### config.mk
export PLATFORM = sky130hd
export DESIGN_NAME = accel_avg_filter_flat
export DESIGN_NICKNAME = d
export VERILOG_FILES = /design/src/rtl/accel_avg_filter_if.sv /design/src/rtl/accel_avg_filter.sv /design/src/flat_wrapper.sv
export SDC_FILE = /design/constraint.sdc
export NUM_CORES = 1
export LEC_CHECK = 0
export ABC_AREA = 1
export BUFFER_PORTS_ARGS = -buffer_cell sky130_fd_sc_hd__buf_2
export CORE_MARGIN = 8
export CORE_UTILIZATION = 55
export CTS_BUF_LIST = sky130_fd_sc_hd__clkbuf_16
export CTS_CLUSTER_DIAMETER = 80
export DETAILED_ROUTE_END_ITERATION = 8
export GPL_TIMING_DRIVEN = 1
export PLACE_DENSITY = 0.78
export SKIP_CTS_REPAIR_TIMING = 1
export SLEW_MARGIN = 40
export SYNTH_ARGS = -nofsm -noshare
export SYNTH_HDL_FRONTEND = slang
export SYNTH_SLANG_ARGS = --single-unit
export TNS_END_PERCENT = 30
### constraint.sdc
create_clock -name clk -period 2.36 [get_ports clk]
set_input_delay 0.236 -clock clk [delete_from_list [all_inputs] [get_ports clk]]
set_output_delay 0.236 -clock clk [all_outputs]
set_load 0.01 [all_outputs]
### src/rtl/accel_avg_filter_if.sv
// accel_avg_filter_if
//   Bundles the sample input and the averaged-result handshake of the
//   accelerometer averaging filter.
//   slave  : filter side (consumes up_*, produces down_*, overrun_cnt)
//   master : producer/consumer side (drives up_*, down_ready)
//   Signals:
//     up_valid          one-cycle pulse, new x/y/z sample present
//     up_x/up_y/up_z    signed axis samples
//     down_valid        averaged triple available
//     down_ready        consumer accepts triple when down_valid & down_ready
//     down_x/y/z        signed averaged axis values
//     overrun_cnt       saturating count of results overwritten unread
interface accel_avg_filter_if #(
    parameter int WIDTH = 16
);
    logic                    up_valid;
    logic signed [WIDTH-1:0] up_x;
    logic signed [WIDTH-1:0] up_y;
    logic signed [WIDTH-1:0] up_z;
    logic                    down_valid;
    logic                    down_ready;
    logic signed [WIDTH-1:0] down_x;
    logic signed [WIDTH-1:0] down_y;
    logic signed [WIDTH-1:0] down_z;
    logic [7:0]              overrun_cnt;

    modport slave (
        input  up_valid, up_x, up_y, up_z, down_ready,
        output down_valid, down_x, down_y, down_z, overrun_cnt
    );

    modport master (
        output up_valid, up_x, up_y, up_z, down_ready,
        input  down_valid, down_x, down_y, down_z, overrun_cnt
    );
endinterface

### src/rtl/accel_avg_filter.sv
// accel_avg_filter
//   Block-averages 3-axis signed samples over windows of N = 2**LOG2_N
//   samples. Each completed window presents floor(sum / N) per axis on a
//   registered valid/ready output; a result replaced before it was consumed
//   bumps a saturating overrun counter.
//   Ports:
//     clk   single clock, rising edge
//     rstn  asynchronous active-low reset
//     bus   accel_avg_filter_if.slave (sample input, result output, overrun_cnt)
module accel_avg_filter #(
    parameter int WIDTH  = 16,
    parameter int LOG2_N = 2
) (
    input  logic                 clk,
    input  logic                 rstn,
    accel_avg_filter_if.slave    bus
);
    localparam int AW = WIDTH + LOG2_N;
    // Keep a 1-bit counter when N = 1; it then simply stays at 0.
    localparam int CW = (LOG2_N > 0) ? LOG2_N : 1;
    localparam int N  = 1 << LOG2_N;

    logic [CW-1:0]           cnt;
    logic signed [AW-1:0]    acc  [3];
    logic signed [WIDTH-1:0] smp  [3];
    logic signed [AW-1:0]    sum  [3];
    logic signed [WIDTH-1:0] avg  [3];
    logic signed [WIDTH-1:0] dout [3];
    logic                    dv;
    logic [7:0]              ovr;
    logic                    win_done;

    assign smp[0] = bus.up_x;
    assign smp[1] = bus.up_y;
    assign smp[2] = bus.up_z;

    // The accumulator is wide enough for N full-scale samples, so the
    // arithmetic shift always lands back inside WIDTH bits.
    always_comb begin
        for (int i = 0; i < 3; i++) begin
            sum[i] = acc[i] + AW'(smp[i]);
            avg[i] = WIDTH'(sum[i] >>> LOG2_N);
        end
    end

    assign win_done = bus.up_valid && (cnt == CW'(N - 1));

    always_ff @(posedge clk or negedge rstn) begin
        if (!rstn) begin
            cnt <= '0;
            dv  <= 1'b0;
            ovr <= '0;
            for (int i = 0; i < 3; i++) begin
                acc[i]  <= '0;
                dout[i] <= '0;
            end
        end else begin
            if (bus.up_valid) begin
                if (win_done) begin
                    cnt <= '0;
                    for (int i = 0; i < 3; i++) begin
                        acc[i]  <= '0;
                        dout[i] <= avg[i];
                    end
                end else begin
                    cnt <= cnt + CW'(1);
                    for (int i = 0; i < 3; i++) begin
                        acc[i] <= sum[i];
                    end
                end
            end

            if (win_done) begin
                dv <= 1'b1;
                // Only an unread result being replaced counts as an overrun.
                if (dv && !bus.down_ready && (ovr != 8'hFF)) begin
                    ovr <= ovr + 8'd1;
                end
            end else if (dv && bus.down_ready) begin
                dv <= 1'b0;
            end
        end
    end

    assign bus.down_valid  = dv;
    assign bus.down_x      = dout[0];
    assign bus.down_y      = dout[1];
    assign bus.down_z      = dout[2];
    assign bus.overrun_cnt = ovr;
endmodule

### src/flat_wrapper.sv
// flat-port wrapper written by rule: the top's interface ports become plain ports
module accel_avg_filter_flat 
#(
    parameter int WIDTH  = 16,
    parameter int LOG2_N = 2
)
  (clk, rstn, bus_up_valid, bus_up_x, bus_up_y, bus_up_z, bus_down_ready, bus_down_valid, bus_down_x, bus_down_y, bus_down_z, bus_overrun_cnt);
  accel_avg_filter_if #(.WIDTH(WIDTH)) bus_i ();
  input  logic clk;
  input  logic rstn;
  input wire logic [$bits(bus_i.up_valid)-1:0] bus_up_valid;
  input wire logic [$bits(bus_i.up_x)-1:0] bus_up_x;
  input wire logic [$bits(bus_i.up_y)-1:0] bus_up_y;
  input wire logic [$bits(bus_i.up_z)-1:0] bus_up_z;
  input wire logic [$bits(bus_i.down_ready)-1:0] bus_down_ready;
  output wire logic [$bits(bus_i.down_valid)-1:0] bus_down_valid;
  output wire logic [$bits(bus_i.down_x)-1:0] bus_down_x;
  output wire logic [$bits(bus_i.down_y)-1:0] bus_down_y;
  output wire logic [$bits(bus_i.down_z)-1:0] bus_down_z;
  output wire logic [$bits(bus_i.overrun_cnt)-1:0] bus_overrun_cnt;
  assign bus_i.up_valid = bus_up_valid;
  assign bus_i.up_x = bus_up_x;
  assign bus_i.up_y = bus_up_y;
  assign bus_i.up_z = bus_up_z;
  assign bus_i.down_ready = bus_down_ready;
  assign bus_down_valid = bus_i.down_valid;
  assign bus_down_x = bus_i.down_x;
  assign bus_down_y = bus_i.down_y;
  assign bus_down_z = bus_i.down_z;
  assign bus_overrun_cnt = bus_i.overrun_cnt;
  accel_avg_filter #(.WIDTH(WIDTH), .LOG2_N(LOG2_N)) u_core (.clk(clk), .rstn(rstn), .bus(bus_i));
endmodule
Yosys cells after proc, flatten, opt, wreduce, memory -nomap -nowiden
Index checks and enable logic that the tools add are counted.
Word-level totals
  register bits: 113
  output and inout port bits: 57
  word-level logic and storage cells: 28
Cells by class
  add/sub/neg operators: 5
  eq/ne operators: 2
  multiplexer cells: 4
  reduce and logical (&&, ||, !) cells: 8
Operator list (number)
  adder 18 x 16 -> 18 bit: 3
  two-way mux 54 bit: 1
  adder 8 x 1 -> 8 bit (second input constant): 1
  != test 8 bit (second input constant): 1
  logical AND 1 bit: 4
  AND reduction 2 bit: 2
  adder 2 x 1 -> 2 bit (second input constant): 1
  == test 2 bit (second input constant): 1
  two-way mux 1 bit: 2
  two-way mux 2 bit: 1
  nonzero test 2 bit: 1
  zero test 1 bit: 1

Depth between registers and ports, before layout
Gate-level depths: netlist (run 1).
  depth after elaboration: 4
  gate-level depth with buffers: 12

Worst setup path after synthesis (run 1)
No wires, ideal clock.
  path type: reg-to-reg
  start point: register u_core.acc[18] (netlist bit)
  end point: register u_core.acc[26] (netlist bit)
  arrival time: 1.704 ns
  required time: 2.243 ns
  slack: 0.539 ns
  cell stages (with the launch flop): 10
  path buffers: 0
  period minus slack after synthesis: 1.821 ns
  cell sequence: dfrtp_1 -> ha_1 -> fa_1 -> nand3_1 -> nand2_1 -> nand2_1 -> nand2_1 -> or2_2 -> nand3_1 -> nand2_1
Between the ends
  word-level cells in the longest chain between the ends: 2
RTL lines
  start, declared: line accel_avg_filter.sv:24  | logic signed [AW-1:0] acc [3];
  start signal, assigned by index: line accel_avg_filter.sv:68  | acc[i] <= sum[i];
  adder 18 x 16 -> 18 bit: line accel_avg_filter.sv:41  | sum[i] = acc[i] + AW'(smp[i]);
  two-way mux 54 bit: line accel_avg_filter.sv:59  | if (win_done) begin
No other way between the ends.
A chain may end at the register's enable or synchronous reset.

Final worst setup path (run 1)
  start point: register u_core.acc[0] (netlist bit)
  end point: register u_core.acc[8] (netlist bit)
Same word-level chain as after synthesis.

==> impl_metrics.json, run 1 <==
{
  "die_width_um": 130,
  "routed_wl_mm": 17.9,
  "placed_area_um2": 7850,
  "track_usage_pct": 22.7,
  "io_buffers": 108,
  "areaGrowthSynthToFinish_pct": 18.1,
  "start_kind": "flop",
  "rsz0062_at_grt": "no",
  "pwr-share-comb_pct": 50.2,
  "yosysTopAreaCell": "dfrtp_1",
  "stdcell_area_um2": 8390,
  "ys_top_cells_by_area": "dfrtp_1 40%, nand2_1 20%, ha_1 9.3%",
  "skew_ns": 0.0108,
  "fin_crit_ns": 2.02,
  "power_switching_mw": 4.93,
  "power_density_nw_per_um2": 1360,
  "final-hold-violation-count": 0,
  "drt_pass1_iterations": 6,
  "cts_root_buf": "clkbuf_16",
  "p_clk_share_pct": 20.7,
  "worst_pin_slew_ns": 0.666,
  "synth-seq-area-share_pct": 39.8,
  "fmax_mhz": 495,
  "drive_gt1_share_pct": 13.9,
  "tns_ns": 0,
  "worst-path-max-fanout": 4,
  "status": "complete, no violations",
  "power_leakage_nw": 4.64,
  "final_cells": 1259,
  "core_area_um2": 12600,
  "antenna_cells": 0,
  "slew_headroom_pct": 55.6,
  "ant_nets": 0,
  "nets": 1185,
  "drv_cap": 0,
  "min_path_type": "in2reg",
  "clk_pin_slew_worst_paths_ns": 0.05,
  "yosys_register_bits": 113,
  "cts_buffer_depth": 2,
  "ir_drop_mv": 0.667,
  "setup_viol": 0,
  "synthDominantCellAreaShare_pct": 39.8,
  "syn_inst": 962,
  "antenna_found_initial": 0,
  "worstHoldPathCells": 4,
  "ys_types": 24,
  "p_sw_share_pct": 43.1,
  "worstSetupPathType": "reg2reg",
  "ios": 109,
  "r2r_cells": 9,
  "internal_power_mw": 6.51,
  "pwr-share-seq_pct": 29.1,
  "fin_crit_sh_pct": 85.5,
  "rows": 41,
  "endpoint_kind": "flop",
  "place_inst": 1229,
  "syn_avg_cell_area_um2": 7.38,
  "syn_area_um2": 7100,
  "cts_made_buffers": 17,
  "grt_max_degree": 114,
  "synth_warnings": 0,
  "fin_ws_ns": 0.341,
  "critPathArrivalTime_ns": 2.33,
  "routabilityCongestion": 0.917,
  "grt_pass1_wl_mm": 30.3,
  "syn_nets": 1070,
  "wl_per_cell_um": 14.2,
  "grt_pass1_vias": 6472,
  "via_per_inst": 5.21,
  "vias": 6560,
  "cts_tree": "built",
  "drc": 0,
  "grt-ovfl-total": 0,
  "p_total_mw": 11.4,
  "dp_slack_ns": 0.356,
  "hpwl_mm": 13.0,
  "required_ns": 2.67,
  "cts_num_sinks": 113,
  "initial_utilization_pct": 56.3,
  "dieArea_um2": 16800,
  "clk_latency_ns": 0.42,
  "drt_iter0_drc": 530,
  "cts_max_level": 4,
  "final-max-slew-violation-count": 0,
  "die_h_um": 130
}
kinds of logic after synthesis:
family / share of synthesized area (%)
buf+inv: 4.79
xor+xnor: 3.21
compound gates: 6.94
simple gates: 35.1
fa+ha+maj: 10.2
flops: 39.8
critical path, cell delays in order (launching register included):
cell and delay [ns]:
dfrtp_1 0.38, ha_1 0.24, fa_1 0.44, nand3_1 0.11, nand2_1 0.10, nand2_1 0.08, nand2_1 0.12, or2_2 0.31
nand3_1 0.07, nand2_1 0.05
routing by layer:
metal,share of wire (%),track usage (%),vias to the layer above
met5,0,0,-
met4,1.3,6.76,0
met3,5.0,6.04,20
met2,47,36.3,145
met1,47,29.7,3040
li1,-,-,3355
power groups by stage:
stage | combinational (mW) | sequential [mW] | clock (mW)
6_report | 5.74 | 3.33 | 2.36
3_3_place_gp | 5.59 | 3.31 | 0
3_5_place_dp | 5.71 | 3.33 | 0
4_1_cts | 5.75 | 3.32 | 2.40
2_1_floorplan | 4.03 | 3.43 | 0
5_1_grt | 6.57 | 3.43 | 2.49
registers in the layout, summed over array words and instances, names as in the netlist:
| register | count |
|---|---|
| u_core.bus.down_x | 16 |
| u_core.cnt | 2 |
| u_core.bus.down_z | 16 |
| u_core.bus.down_y | 16 |
| u_core.acc | 54 |
| u_core.bus.overrun_cnt | 8 |
| u_core.bus.down_valid | 1 |
stage by stage:
step / utilization [%] / hold slack (ns)
6_report: 66.5 / 0.0957
3_3_place_gp: 62.2 / 0.367
2_1_floorplan: - / -0.0596
5_1_grt: 66.5 / 0.116
3_5_place_dp: 62.2 / 0.371
4_1_cts: 66.4 / -0.0849
area by class of cell:
cell class                 count  area (um^2)
inverter                      67          251
sequential                   113         2830
multi-input combinational    761         3940
clock inverter                12          105
clock buffer                  17          425
tap                          172          215
fill                        1136         4230
timing repair buffer         117          626
final timing paths:
kind                                                   startpoint  slack (ns)                                 to
worst max-delay path                    u_core.acc[0]$_DFFE_PN0P_        0.34          u_core.acc[8]$_DFFE_PN0P_
max in group asynchronous                                    rstn        1.45          u_core.acc[2]$_DFFE_PN0P_
worst min register to register  u_core.bus.down_z[12]$_DFFE_PN0P_        0.47  u_core.bus.down_z[12]$_DFFE_PN0P_
worst min-delay path                               bus_down_ready         0.1  u_core.bus.down_valid$_DFFE_PN0P_
worst max register to register          u_core.acc[0]$_DFFE_PN0P_        0.34          u_core.acc[8]$_DFFE_PN0P_
min in group asynchronous                                    rstn        0.43         u_core.acc[37]$_DFFE_PN0P_
Yosys cell counts, drive strengths merged:
master / number
or2: 3
inv: 67
clkbuf: 13
nor2: 59
and2: 5
nand3: 93
buf: 8
xnor2: 20
nand4: 3
nand3b: 28
nand2: 387
a22o: 6
xor2: 6
o21ai: 45
a21oi: 43
fa: 3
ha: 53
nor3: 7
dfrtp: 113
cells in the final DEF (no fill, tap or decap), types with 28 or more instances in the layout:
cell type	instances
inv_1	70
buf_2	107
a21oi_1	43
nor2_1	56
dfrtp_1	113
nand3b_1	28
ha_1	53
o21ai_0	45
nand2_1	385
nand3_1	89
(Power assumes the default switching activity.)
==> run 2, diff against run 1 <==
==> constraint.sdc (replaced) <==
create_clock -name clk -period 2.36 [get_ports clk]
set_input_delay 0.118 -clock clk [delete_from_list [all_inputs] [get_ports clk]]
set_output_delay 0.118 -clock clk [all_outputs]
set_load 0.01 [all_outputs]
==> run 2 against run 1 <==
Against the previous run: the run now ends with negative hold slack left; via count is 0.93% higher; power grew 1.4%; maximum frequency down 0.67%; critical endpoint is now u_core.bus.down_z[6]$_DFFE_PN0P_; largest power group unchanged; highest routed layer unchanged.
==> impl_metrics.json, run 2 (synthesis gave the netlist of run 1 again) <==
{
  "status": "finished, violations left",
  "violations": "negative hold slack",
  "r2r_cells": 9,
  "cts_root_buf": "clkbuf_16",
  "worst-path-max-fanout": 4,
  "antenna_found_initial": 0,
  "cts_tree": "built",
  "die_h_um": 130,
  "r2r_slack_ns": 0.33,
  "grtUsageMet2_pct": 36.0,
  "final_common_cell": "nand2_1",
  "worst_pin_slew_ns": 0.658,
  "initial_utilization_pct": 56.3,
  "top_register": "u_core.acc",
  "drc": 0,
  "grt_use_met1_pct": 28.7,
  "endpoint_kind": "flop",
  "pwr-share-comb_pct": 49.9,
  "cts_buffer_depth": 2,
  "rr_startpoint": "u_core.acc[0]$_DFFE_PN0P_",
  "power_density_nw_per_um2": 1370,
  "final_cells": 1263,
  "p_sw_share_pct": 42.8,
  "critPathArrivalTime_ns": 2.34,
  "fin_crit_sh_pct": 86.1,
  "clk_latency_ns": 0.42,
  "cts_max_level": 4,
  "fin_crit_ns": 2.03,
  "die_width_um": 130,
  "vias": 6621,
  "grt_pass1_wl_mm": 29.8,
  "rsz0062_at_grt": "no",
  "num-fill-cells": 1104,
  "grt_util_met3_pct": 5.88,
  "grt-ovfl-total": 0,
  "setup_viol": 0,
  "internal_power_mw": 6.64,
  "routabilityCongestion": 0.938,
  "areaGrowthSynthToFinish_pct": 19.0,
  "layout_common_cells": "385 x nand2_1, 113 x dfrtp_1, 107 x buf_2, 89 x nand3_1, 67 x inv_1",
  "cts_made_buffers": 17,
  "ir_drop_mv": 0.878,
  "track_usage_pct": 22.2,
  "via_per_inst": 5.24,
  "place_inst": 1230,
  "critPathCapture": "u_core.bus.down_z[6]$_DFFE_PN0P_",
  "io_buffers": 108,
  "ant_nets": 0,
  "ios": 109,
  "final_util_pct": 67.0,
  "hpwl_mm": 13.2,
  "grt_max_degree": 57,
  "drive_gt1_share_pct": 14.3,
  "power_leakage_nw": 4.65,
  "routed_wl_mm": 18.0,
  "antenna_cells": 0,
  "critPathLaunch": "u_core.acc[0]$_DFFE_PN0P_",
  "start_kind": "flop",
  "drt_pass1_iterations": 6,
  "p_clk_share_pct": 21.6,
  "regToRegEndpoint": "u_core.bus.down_z[6]$_DFFE_PN0P_",
  "tns_ns": 0,
  "cts_num_sinks": 113,
  "dieArea_um2": 16800,
  "rows": 41,
  "nets": 1187,
  "drt_iter0_drc": 458,
  "wl_per_cell_um": 14.3,
  "final-max-slew-violation-count": 0,
  "power_switching_mw": 4.96,
  "holdWs_ns": -0.00461,
  "required_ns": 2.66,
  "core_area_um2": 12600,
  "final-hold-violation-count": 1,
  "fmax_mhz": 492,
  "skew_ns": 0.00929,
  "largest_reg_flops": 54,
  "worstSetupPathType": "reg2reg",
  "drv_cap": 0,
  "busiest_layer": "met2",
  "pwr-share-seq_pct": 28.6,
  "min_path_type": "in2reg",
  "grt_pass1_vias": 6464,
  "clk_pin_slew_worst_paths_ns": 0.06,
  "slew_headroom_pct": 56.2
}
==> run 2: layout make-up <==
| class | instances | area, um^2 | area share (%) |
|---|---|---|---|
| well taps | 172 | 215 | 2.55 |
| inverters | 67 | 251 | 2.98 |
| clock buffers | 17 | 425 | 5.03 |
| multi-input cells | 761 | 3940 | 46.6 |
| repair buffers | 119 | 643 | 7.61 |
| clock inverters | 14 | 148 | 1.75 |
| flip-flops and latches | 113 | 2830 | 33.5 |
==> run 2: metal layers <==
| metal | routed length (um) | part of all wire [%] |
|---|---|---|
| met5 | 0 | 0 |
| met1 | 8340 | 46 |
| met2 | 8370 | 46 |
| met3 | 1010 | 5.6 |
| met4 | 289 | 1.6 |
==> run 2: how the worst min path moves through the flow <==
stage | end | slack (ns) | cells after the start | startpoint
final | u_core.bus.down_valid$_DFFE_PN0P_ | -0.005 | 4 | bus_down_ready
after global routing | u_core.bus.down_valid$_DFFE_PN0P_ | 0.02 | 4 | bus_down_ready
after CTS | u_core.bus.down_x[1]$_DFFE_PN0P_ | -0.34 | 1 | rstn
after detailed placement | u_core.acc[37]$_DFFE_PN0P_ | 0.10 | 1 | rstn
after global placement | u_core.acc[37]$_DFFE_PN0P_ | 0.1 | 1 | rstn
after floorplan | u_core.acc[0]$_DFFE_PN0P_ | -0.18 | 0 | rstn
==> run 2: through the flow <==
stage / setup slack, ns / power, mW / hold WS (ns) / cell area (um^2)
global placement: 0.430 / 8.89 / 0.0959 / 7860
CTS: 0.338 / 11.6 / -0.337 / 8430
finish: 0.328 / 11.6 / -0.00461 / 8450
global route: 0.193 / 12.6 / 0.0214 / 8450
floorplan: 0.539 / 7.45 / -0.178 / 7100
detailed placement: 0.365 / 9.02 / 0.103 / 7860
==> run 2: critical path, stage by stage, from the launching register on <==
cell     delay, ns
dfrtp_1       0.38
ha_1          0.24
fa_1          0.45
nand3_1       0.12
nand2_1       0.11
nand2_1       0.08
nand2_1       0.11
or2_2         0.31
nand3_1       0.07
nand2_1       0.05
==> run 2: power by group through the flow <==
stage	Combinational (mW)	Sequential, mW	Clock [mW]
finish	5.78	3.31	2.50
global placement	5.58	3.30	0
global route	6.56	3.42	2.64
detailed placement	5.71	3.32	0
floorplan	4.03	3.43	0
CTS	5.76	3.31	2.54
